**src/rtl/branch_unit_p.sv**
```systemverilog
// Branch unit: resolves RR/RI16 branch target, condition and link value at capture,
// then carries the result down a DEPTH-stage pipe to WB. Optional counters: BRANCH_UNIT_P_STATS_EN.
module branch_unit_p #(
   parameter int PC_W  = 8,
   parameter int DEPTH = 2
) (
   input  logic            clk,
   input  logic            reset,
   input  logic [10:0]     op,
   input  logic [2:0]      format,
   input  logic [6:0]      rt_addr,
   input  logic [127:0]    ra,
   input  logic [127:0]    rt,
   input  logic [17:0]     imm,
   input  logic            reg_write,
   input  logic [PC_W-1:0] pc_in,
   input  logic            flush,
   output logic [127:0]    rt_wb,
   output logic [6:0]      rt_addr_wb,
   output logic            reg_write_wb,
   output logic [PC_W-1:0] pc_wb,
   output logic            branch_taken
`ifdef BRANCH_UNIT_P_STATS_EN
   ,
   output logic [15:0]     taken_cnt,
   output logic [15:0]     nottaken_cnt
`endif
);

   // Buses are declared [N-1:0]: ISA bit 0 (big-endian numbering) is the MSB, so the
   // preferred slot [0:31] is [127:96] and the RI16 offset imm[2:17] is imm[15:0].
   typedef enum logic [1:0] {TGT_REL, TGT_ABS, TGT_IND} tgt_e;

   typedef struct packed {
      logic            is_br;
      logic            taken;
      logic [PC_W-1:0] target;
      logic            rw;
      logic [6:0]      addr;
      logic [PC_W-1:0] link_pc;
   } entry_t;

   logic            is_br;
   logic            is_link;
   logic            cond_z;
   logic            cond_nz;
   logic            rt_zero;
   logic            taken;
   tgt_e            tgt_sel;
   logic [PC_W-1:0] offset;
   logic [PC_W-1:0] target;
   entry_t          dec_next;
   entry_t          stage_reg [DEPTH+1];
   entry_t          wb;
   logic            squash;

   always_comb begin
      is_br   = 1'b0;
      is_link = 1'b0;
      cond_z  = 1'b0;
      cond_nz = 1'b0;
      tgt_sel = TGT_REL;
      if (format == 3'd0) begin
         case (op)
            11'b00110101000: begin is_br = 1'b1; tgt_sel = TGT_IND; end
            11'b00110101001: begin is_br = 1'b1; is_link = 1'b1; tgt_sel = TGT_IND; end
            11'b00100101000: begin is_br = 1'b1; cond_z = 1'b1; tgt_sel = TGT_IND; end
            11'b00100101001: begin is_br = 1'b1; cond_nz = 1'b1; tgt_sel = TGT_IND; end
            default: ;
         endcase
      end else if (format == 3'd5) begin
         case (op[8:0])
            9'b001100100: begin is_br = 1'b1; end
            9'b001100000: begin is_br = 1'b1; tgt_sel = TGT_ABS; end
            9'b001100110: begin is_br = 1'b1; is_link = 1'b1; end
            9'b001100010: begin is_br = 1'b1; is_link = 1'b1; tgt_sel = TGT_ABS; end
            9'b001000000: begin is_br = 1'b1; cond_z = 1'b1; end
            9'b001000010: begin is_br = 1'b1; cond_nz = 1'b1; end
            default: ;
         endcase
      end
   end

   assign rt_zero = (rt[127:96] == 32'd0);
   assign taken   = is_br && !(cond_z && !rt_zero) && !(cond_nz && rt_zero);
   assign offset  = PC_W'($signed(imm[15:0]));

   always_comb begin
      case (tgt_sel)
         TGT_REL: target = pc_in + offset;
         TGT_ABS: target = offset;
         default: target = ra[95+PC_W:96];
      endcase
   end

   // Not-taken branches and non-link forms leave their unused fields at zero.
   always_comb begin
      dec_next       = '0;
      dec_next.is_br = is_br;
      dec_next.taken = taken;
      if (taken) begin
         dec_next.target = target;
      end
      if (is_link) begin
         dec_next.rw      = reg_write;
         dec_next.addr    = rt_addr;
         dec_next.link_pc = pc_in + PC_W'(1);
      end
   end

   assign wb     = stage_reg[DEPTH];
   assign squash = flush || wb.taken;

   // Every in-flight entry is younger than WB, so any squash empties the whole pipe.
   always_ff @(posedge clk) begin
      if (reset || squash) begin
         for (int i = 0; i <= DEPTH; i++) begin
            stage_reg[i] <= '0;
         end
      end else begin
         stage_reg[0] <= dec_next;
         for (int i = 1; i <= DEPTH; i++) begin
            stage_reg[i] <= stage_reg[i-1];
         end
      end
   end

   assign branch_taken = wb.taken;
   assign pc_wb        = wb.target;
   assign reg_write_wb = wb.rw;
   assign rt_addr_wb   = wb.addr;
   assign rt_wb        = {32'(wb.link_pc), 96'd0};

`ifdef BRANCH_UNIT_P_STATS_EN
   always_ff @(posedge clk) begin
      if (reset) begin
         taken_cnt    <= '0;
         nottaken_cnt <= '0;
      end else if (wb.is_br) begin
         if (wb.taken) begin
            if (taken_cnt != 16'hFFFF) taken_cnt <= taken_cnt + 16'd1;
         end else if (nottaken_cnt != 16'hFFFF) begin
            nottaken_cnt <= nottaken_cnt + 16'd1;
         end
      end
   end
`else
   logic unused_is_br;
   assign unused_is_br = wb.is_br;
`endif

   // Only the preferred slot and the 16-bit offset carry meaning here.
   logic unused_bits;
   assign unused_bits = ^{ra, rt[95:0], imm[17:16]};

endmodule

```
**config.mk**
```make
export PLATFORM = sky130hd
export DESIGN_NAME = branch_unit_p
export DESIGN_NICKNAME = d
export VERILOG_FILES = /design/src/rtl/branch_unit_p.sv
export SDC_FILE = /design/constraint.sdc
export NUM_CORES = 1
export LEC_CHECK = 0
export CAP_MARGIN = 40
export CORE_AREA = 2 2 177 179
export DETAILED_ROUTE_END_ITERATION = 6
export DIE_AREA = 0 0 179 181
export HOLD_SLACK_MARGIN = 0.05
export PLACE_DENSITY = 0.41
export SLEW_MARGIN = 20
export SYNTH_ARGS = -nofsm -noshare
export SYNTH_HDL_FRONTEND = slang
export SYNTH_SLANG_ARGS = --single-unit
```
**constraint.sdc**
```tcl
create_clock -name clk -period 5.1 [get_ports clk]
set_input_delay 0.765 -clock clk [delete_from_list [all_inputs] [get_ports clk]]
set_output_delay 0.765 -clock clk [all_outputs]
set_load 0.01 [all_outputs]
```
==> run metrics, run 1 <==
post-cts resize count 0; largest net degree at the start of global routing 52; Post-DP Area 4700 um2; # hold bufs at CTS 0; final hold slack about 0.42 ns; fillers between 3000 and 4000; Post-CTS Setup Bufs 0; Routed Antenna Nets 0; Clock Path Buffers 2; clock sinks 75; final wirelength ~8600 um; Nets around 810; clk slew on worst S/H paths 0.06 ns; worst path cell trace clkdlybuf4s50_1, nor4_1, nand2_1, nor4_1, a21oi_1, o21ai_0, a21o_1, nor3_2; post-synthesis cell count ~400; crit path max fanout 9; gpl congestion a little under 0.7; final slew viol count 0; Yosys warnings 0; Seq/Total Area, Yosys a little under 40%; Place WS 1.75 ns; Slew HR 59.7%; Critical R2R Launch stage_reg[0][76]; Boundary Pins 452; Worst Path Arrival between 3 and 4 ns; DP Wirelength approximately 7000 um; top_reg_cell synth dfxtp_1; number of flops mapped to enable cells by yosys 0; Initial Util 12.5%; global-route wire length before repair 12200 um; WL per Instance 9.67 um; Core Region 30300 um2; hold_sp stage_reg[0][3]; # port buffers between 100 and 150; Net Sw Frac 24.4%; IR drop worst, VDD roughly 0.00010 V; type of origin of the critical path primary input; Antenna Cells 0; via/cell ratio about 2.7; unrepaired setup endpoints after global routing no; Die Y-Extent around 180 um; Hold Vio Cnt, Final 0; PD cells 276 nW/um2; die area 32400 um2; syn avg cell area approximately 9.4 um2; Comb pwr share between 10% and 20%; Tcrit/Tclk final 56.2%; vias post-DR 2437; Clock power frac 45.6%; final setup fails 0; Worst Setup Path Type in -> reg; LEAKAGE 2.03 nW; Iter 0 DRT Violations 68; HP Class reg -> reg; Tightest Pin Transition 0.600 ns; residual DRC count 0; GRT overflow 0; CTS H-Tree Depth 3; Post-Layout Inst Area 5000 um2; Worst-Skew Late Latency roughly 0.33 ns; max FFs per register 75; critical path capture point type flip-flop; Critical Path Start rt[97]; fmax 0.349 GHz; worst path bufs/invs 1; critical path required time 5.29 ns; Internal Power 1.04 mW; layout cells sized above 1 6.88%; Crit path max-delay family simple AND/OR/NAND/NOR gates; run status finished, final reports clean; max incr delay on CP about 0.48 ns; clk root buf clkbuf_16; max-cap viol count 0; CTS buffer count 9; Critical Path Slowest Stage Cell nor4_1; #FFs+latches synth 75; Sequential Power Share 42.4%; minimum clock period 2.87 ns; r2r setup slk 3.44 ns; final setup margin 2.23 ns; area delta synth->final 31.3%; GRT Util Overall 5.18%; total negative slack 0 ns; DR pass1 iterations 4; Site Rows 64; Cell variety after synth 41; Worst Clk Skew around 0.0047 ns; vias in the first global route 2103; sw power 0.338 mW; die width 179 um; Synth async-reset ratio 0%; antenna violations before repair 1; CTS tree done; mapped cell area about 3800 um2; cell mode on critical path nor4_1
==> power by group through the flow <==
stage               logic (mW)  clock network (mW)  registers (mW)
floorplan                0.152                   0           0.599
global placement         0.165                   0           0.599
detailed placement       0.165                   0           0.599
CTS                      0.166               0.658           0.586
global route             0.183               0.684           0.585
finish                   0.166               0.630           0.586
==> cell families after synthesis <==
| family | share of synthesized area, % |
|---|---|
| XOR/XNOR | 2.53 |
| buffers and inverters | 30.0 |
| other | 0.0985 |
| adder cells (fa/ha/maj) | 3.16 |
| AO/OA/AOI/OAI | 6.08 |
| flip-flops | 39.4 |
| AND/OR/NAND/NOR | 18.7 |
==> through the flow <==
| step | util (%) | total power, mW | cells |
|---|---|---|---|
| final | 16.5 | 1.38 | 890 |
| after global routing | 16.5 | 1.45 | 890 |
| after CTS | 16.5 | 1.41 | 890 |
| after detailed placement | 15.5 | 0.764 | 874 |
| after global placement | 15.5 | 0.764 | 873 |
| after floorplan | - | 0.751 | 523 |
==> cell type report <==
| class | instances | area, um2 | area share, % |
|---|---|---|---|
| Multi-Input combinational cell | 292 | 1620 | 32.3 |
| Sequential cell | 75 | 1500 | 30.0 |
| Timing Repair Buffer | 108 | 1070 | 21.5 |
| Tap cell | 396 | 495 | 9.91 |
| Clock buffer | 9 | 225 | 4.51 |
| Clock inverter | 7 | 75.1 | 1.50 |
| Inverter | 3 | 11.3 | 0.225 |
==> synthesized netlist by cell type, drive strengths merged (2+ instances only) <==
library cell  count  area [um2]
nor2             11        43.8
and3             11        68.8
nand2            18        70.1
nand3b            2        15.0
xor2              3        26.3
o21ai             5        25.0
ha                8         100
and2             50         313
nand3             4        20.0
xnor2             8        70.1
a31oi             2        18.8
a21o              4        30.0
nor4             11        83.8
dfxtp            75        1500
nor3              5        35.0
a21oi            12        82.6
inv               3        11.3
a22oi             7        52.6
clkbuf            6        22.5
buf             147        1110
==> layout by cell type (no fill, tap or decap), types with 4 or more instances in the layout <==
master	synthesis	routed
conb_1	1	120
clkdlybuf4s50_1	0	105
dfxtp_1	75	75
and2_1	50	50
nand2_1	17	17
and3_1	11	11
nor2_1	10	10
nor4_1	10	10
clkbuf_16	0	9
xnor2_1	8	8
ha_1	8	8
a22oi_1	7	7
a21oi_1	6	6
a21oi_2	6	6
nand3_1	4	4
a21o_1	4	4
==> final timing paths <==
check | to | cells after the start
max reg2reg | stage_reg[0][6] | 4
min | stage_reg[0][29] | 1
min reg2reg | stage_reg[0][29] | 1
max | stage_reg[0][21] | 8
==> layer usage <==
layer  GRT usage, %  vias up  part of all wire [%]
met5              0        -                  0.15
met4           2.34        2                   1.7
met3           1.47       15                   7.3
met2           7.54      137                    44
met1           7.01     1061                    47
li1               -     1222                     -
Power figures use the tool's default switching activity.
==> run 2, diff against run 1 <==
--- a/config.mk
+++ b/config.mk
@@ -6,11 +6,11 @@
 export NUM_CORES = 1
 export LEC_CHECK = 0
 export CAP_MARGIN = 40
-export CORE_AREA = 2 2 177 179
+export CORE_AREA = 2 2 178 180
 export DETAILED_ROUTE_END_ITERATION = 6
-export DIE_AREA = 0 0 179 181
+export DIE_AREA = 0 0 180 182
 export HOLD_SLACK_MARGIN = 0.05
-export PLACE_DENSITY = 0.41
+export PLACE_DENSITY = 0.42
 export SLEW_MARGIN = 20
 export SYNTH_ARGS = -nofsm -noshare
 export SYNTH_HDL_FRONTEND = slang
==> constraint.sdc (replaced) <==
create_clock -name clk -period 2.5 [get_ports clk]
set_input_delay 0.375 -clock clk [delete_from_list [all_inputs] [get_ports clk]]
set_output_delay 0.375 -clock clk [all_outputs]
set_load 0.01 [all_outputs]
==> run 2 against run 1 <==
Effect of this change: clock skew is 0.0046 ns higher; first-iteration DRC count increased by 1.5%; largest power group unchanged; utilization rose by 0.090 points; cell count increased by 2.4%; sequential share of layout area fell by 0.78 points; die area up 1.1%; clock-buffer cell count is 3 higher.
==> run metrics, run 2 (synthesized netlist as in run 1, its figures left out) <==
run status finished, final reports clean; final cell count without fillers 911; vias in the first global route approximately 2300; HP Class reg -> reg; PD cells 545 nW/um2; DP Cell Count 895; Worst-Skew Late Latency 0.33 ns; unrepaired setup endpoints after global routing no; clk slew on worst S/H paths approximately 0.06 ns; DP Wirelength 7130 um; Die Y-Extent 182 um; Worst Setup Path Type in -> reg; vias post-DR 2554; Routed Antenna Nets 0; Core Region around 31000 um2; fillers 3459; die width ~180 um; GRT overflow 0; clock sinks 75; Boundary Pins approximately 450; Antenna Cells 0; final hold slack 0.417 ns; crit path max fanout 2; area of the multi-input gates 1620 um2; die area 32800 um2; max-cap viol count 0; via/cell ratio 2.80; Post-CTS Setup Bufs 0; sequential cell area 1500 um2; area delta synth->final 34.8%; Post-Layout Inst Area 5130 um2; antenna violations before repair 1; final setup margin 0.304 ns; gpl congestion 0.669; # port buffers 105; most frequent cells in the layout conb_1 (120), clkdlybuf4s50_1 (105), dfxtp_1 (75); layout cells sized above 1 9.04%; Site Rows 65; fmax between 0.4 and 0.5 GHz; GRT Util Overall under 10%; Tcrit/Tclk final 87.8%; DR pass1 iterations 4; # hold bufs at CTS 0; critical path capture point type flip-flop; most common cell after layout, fill and taps aside conb_1; Initial Util 12.3%; global-route wire length before repair 12400 um; Worst Path Arrival 2.46 ns; CTS buffer count 9; max FFs per register 75; Nets 820; Worst Clk Skew 0.00930 ns; Place WS -0.0508 ns; post-cts resize count 0; final setup fails 0; clk root buf clkbuf_16; CTS H-Tree Depth 3; final slew viol count 0; final wirelength 8530 um; CTS tree done; IR drop worst, VDD 0.000278 V; Post-DP Area 4840 um2; LEAKAGE roughly 2.1 nW; critical path required time roughly 2.8 ns; type of origin of the critical path primary input; Hold Vio Cnt, Final 0; largest net degree at the start of global routing 45; minimum clock period 2.20 ns; Iter 0 DRT Violations between 60 and 70; WL per Instance 9.37 um; residual DRC count 0; Clock Path Buffers 2
[run 2: worst max-delay path: stages]
cell,delay (ns)
clkdlybuf4s50_1,0.45
ha_1,0.26
fa_1,0.43
a21o_1,0.17
a21oi_1,0.20
o21bai_1,0.09
a21oi_1,0.18
xnor2_1,0.13
nand2_1,0.08
a21oi_2,0.11
[run 2: metal layers]
metal / vias up / GRT usage, % / wire [um]
met5: - / 0 / 13
met4: 2 / 2.67 / 224
met3: 12 / 1.62 / 791
met2: 155 / 9.00 / 4230
met1: 1135 / 5.38 / 3280
li1: 1250 / - / -
[run 2: final timing paths]
kind / start / end / slack [ns] / depth (start not counted)
setup reg to reg: stage_reg[0][76] / stage_reg[0][21] / 1.08 / 5
hold / removal: stage_reg[0][0] / stage_reg[0][26] / 0.42 / 1
hold reg to reg: stage_reg[0][0] / stage_reg[0][26] / 0.42 / 1
setup / recovery: imm[0] / stage_reg[0][22] / 0.30 / 10
[run 2: cell type report]
class,instances,share of cell area (%)
flip-flops and latches,75,29.3
clock inverters,4,1.00
inverters,3,0.219
multi-input cells,292,31.5
well taps,402,9.80
clock buffers,12,4.61
repair buffers,123,23.6
[run 2: metrics by stage]
step / util (%) / setup TNS [ns] / total power [mW]
6_report: 16.6 / 0 / 2.80
5_1_grt: 16.6 / 0 / 2.92
4_1_cts: 16.6 / 0 / 2.85
3_5_place_dp: 15.6 / -0.0963 / 1.58
3_3_place_gp: 15.6 / -0.0736 / 1.58
2_1_floorplan: - / 0 / 1.53
[run 2: where the power goes]
| group | switching [mW] | leakage (nW) | total (mW) | internal [mW] |
|---|---|---|---|---|
| Clock | 0.472 | 0.137 | 1.25 | 0.774 |
| Combinational | 0.184 | 1.37 | 0.355 | 0.171 |
| Sequential | 0.0000202 | 0.604 | 1.20 | 1.20 |
==> run 3, diff against run 2 <==
--- a/config.mk
+++ b/config.mk
@@ -10,7 +10,6 @@
 export DETAILED_ROUTE_END_ITERATION = 6
 export DIE_AREA = 0 0 180 182
 export HOLD_SLACK_MARGIN = 0.05
-export PLACE_DENSITY = 0.42
 export SLEW_MARGIN = 20
 export SYNTH_ARGS = -nofsm -noshare
 export SYNTH_HDL_FRONTEND = slang
==> run 3 against run 2 <==
Effect of this change: critical path depth shrank 1; via count shrank 2.2%; sequential power is essentially flat; clock skew shrank 0.0060 ns; total power grew 0.68%; clock power is essentially flat; largest power group unchanged; global-route usage is essentially flat; design area shrank 0.12%; wire length grew 0.81%.
==> run metrics, run 3 (synthesized netlist as in run 1, its figures left out) <==
run status finished, final reports clean; area of the multi-input gates between 1500 and 2000 um2; Worst-Skew Late Latency 0.33 ns; CTS H-Tree Depth 3; fmax 0.456 GHz; type of origin of the critical path primary input; Die Y-Extent 182 um; die width between 150 and 200 um; sequential cell area approximately 1500 um2; total negative slack 0 ns; reg2reg end stage_reg[0][6]; vias post-DR 2499; clk root buf clkbuf_16; final setup fails 0; GRT Util Overall 5.12%; Post-CTS Setup Bufs 0; wl on met1 3230 um; hold_sp stage_reg[0][40]; layout cells sized above 1 9.45%; gpl congestion 0.747; Net Sw Frac 23.9%; clk slew on worst S/H paths roughly 0.06 ns; Finished Core Util 16.5%; Core Region 31000 um2; fillers 3422; Critical Path Slowest Stage Cell clkdlybuf4s50_1; Worst Path Arrival 2.45 ns; final hold slack 0.421 ns; post-cts resize count 0; CTS tree done; final cell count without fillers 911; final setup margin 0.308 ns; Place WS -0.0527 ns; Routed Antenna Nets 0; HP Class reg -> reg; Max Used Layer met5; max incr delay on CP 0.49 ns; most frequent cells in the layout conb_1 (120), clkdlybuf4s50_1 (105), dfxtp_1 (75); DR pass1 iterations 4; Site Rows 65; max-cap viol count 0; final wirelength 8600 um; critical path capture point type flip-flop; DR WL met2 4150 um; worst-case reg-to-reg path depth 4; worst path cell trace clkdlybuf4s50_1, nor4_1, nand3b_1, nor4_4, nand3_1, o21ai_1, buf_4, nand2_1, nor2_1; residual DRC count 0; Iter 0 DRT Violations 76; Critical Path Start op[1]; Initial Util 12.3%; WL per Instance 9.44 um; Worst Clk Skew 0.00332 ns; max FFs per register 75; Critical R2R Launch stage_reg[0][76]; unrepaired setup endpoints after global routing no; crit path max fanout 11; LEAKAGE approximately 2.1 nW; Nets 819; Total Power 2.82 mW; WHS Endpoint stage_reg[0][66]; global-route wire length before repair 12400 um; CTS buffer count 9; DR WL met3 929 um; largest net degree at the start of global routing 62; PD cells 549 nW/um2; minimum clock period 2.19 ns; final slew viol count 0; vias in the first global route 2271; most common cell after layout, fill and taps aside conb_1; Post-DP Area 4820 um2; die area around 33000 um2; Sequential Power Share 42.4%; Boundary Pins ~450; DP Cell Count 894; Post-Layout Inst Area ~5100 um2; area delta synth->final 34.6%; Worst Setup Path Type in -> reg; IR drop worst, VDD 0.000271 V; Clock power frac 45.2%; critical path required time 2.76 ns; antenna violations before repair 5; # hold bufs at CTS 0; sw power 0.674 mW; # port buffers 105; Clock Path Buffers 2; Tcrit/Tclk final about 90%; via/cell ratio 2.74; Comb pwr share 12.4%; Hold Vio Cnt, Final 0; r2r setup slk approximately 1.0 ns; DP Wirelength between 7000 and 8000 um; Internal Power 2.14 mW; GRT overflow 0; clock sinks 75; hold path depth 1
[run 3: final cells by class]
| cell class | count | share of cell area [%] |
|---|---|---|
| antenna | 1 | 0.0488 |
| sequential | 75 | 29.3 |
| multi-input combinational | 292 | 31.5 |
| clock buffer | 9 | 4.39 |
| timing repair buffer | 122 | 23.2 |
| inverter | 3 | 0.220 |
| clock inverter | 7 | 1.44 |
| tap | 402 | 9.81 |
[run 3: power by group through the flow]
stage	sequential [mW]	clock (mW)	combinational, mW
floorplan	1.22	0	0.311
global placement	1.22	0	0.342
detailed placement	1.22	0	0.347
CTS	1.19	1.32	0.348
global route	1.19	1.37	0.382
finish	1.20	1.27	0.349
[run 3: worst max path at each step]
stage	endpoint	slack, ns	depth (start not counted)
2_1_floorplan	stage_reg[0][22]	0.57	9
3_5_place_dp	stage_reg[0][6]	-0.05	9
4_1_cts	stage_reg[0][6]	0.29	9
6_report	stage_reg[0][6]	0.31	9
5_1_grt	stage_reg[0][6]	0.005	9
3_3_place_gp	stage_reg[0][22]	0.03	10
[run 3: critical path: cells and delay by family]
family | cells | cell delay [ns]
AND/OR/NAND/NOR | 6 | 1.26
buffers and inverters | 2 | 0.70
AO/OA/AOI/OAI | 1 | 0.11
[run 3: metal layers]
layer | track usage (%) | vias up
li1 | - | 1251
met1 | 5.15 | 1093
met2 | 8.64 | 126
met3 | 2.59 | 21
met4 | 2.76 | 8
met5 | 0 | -
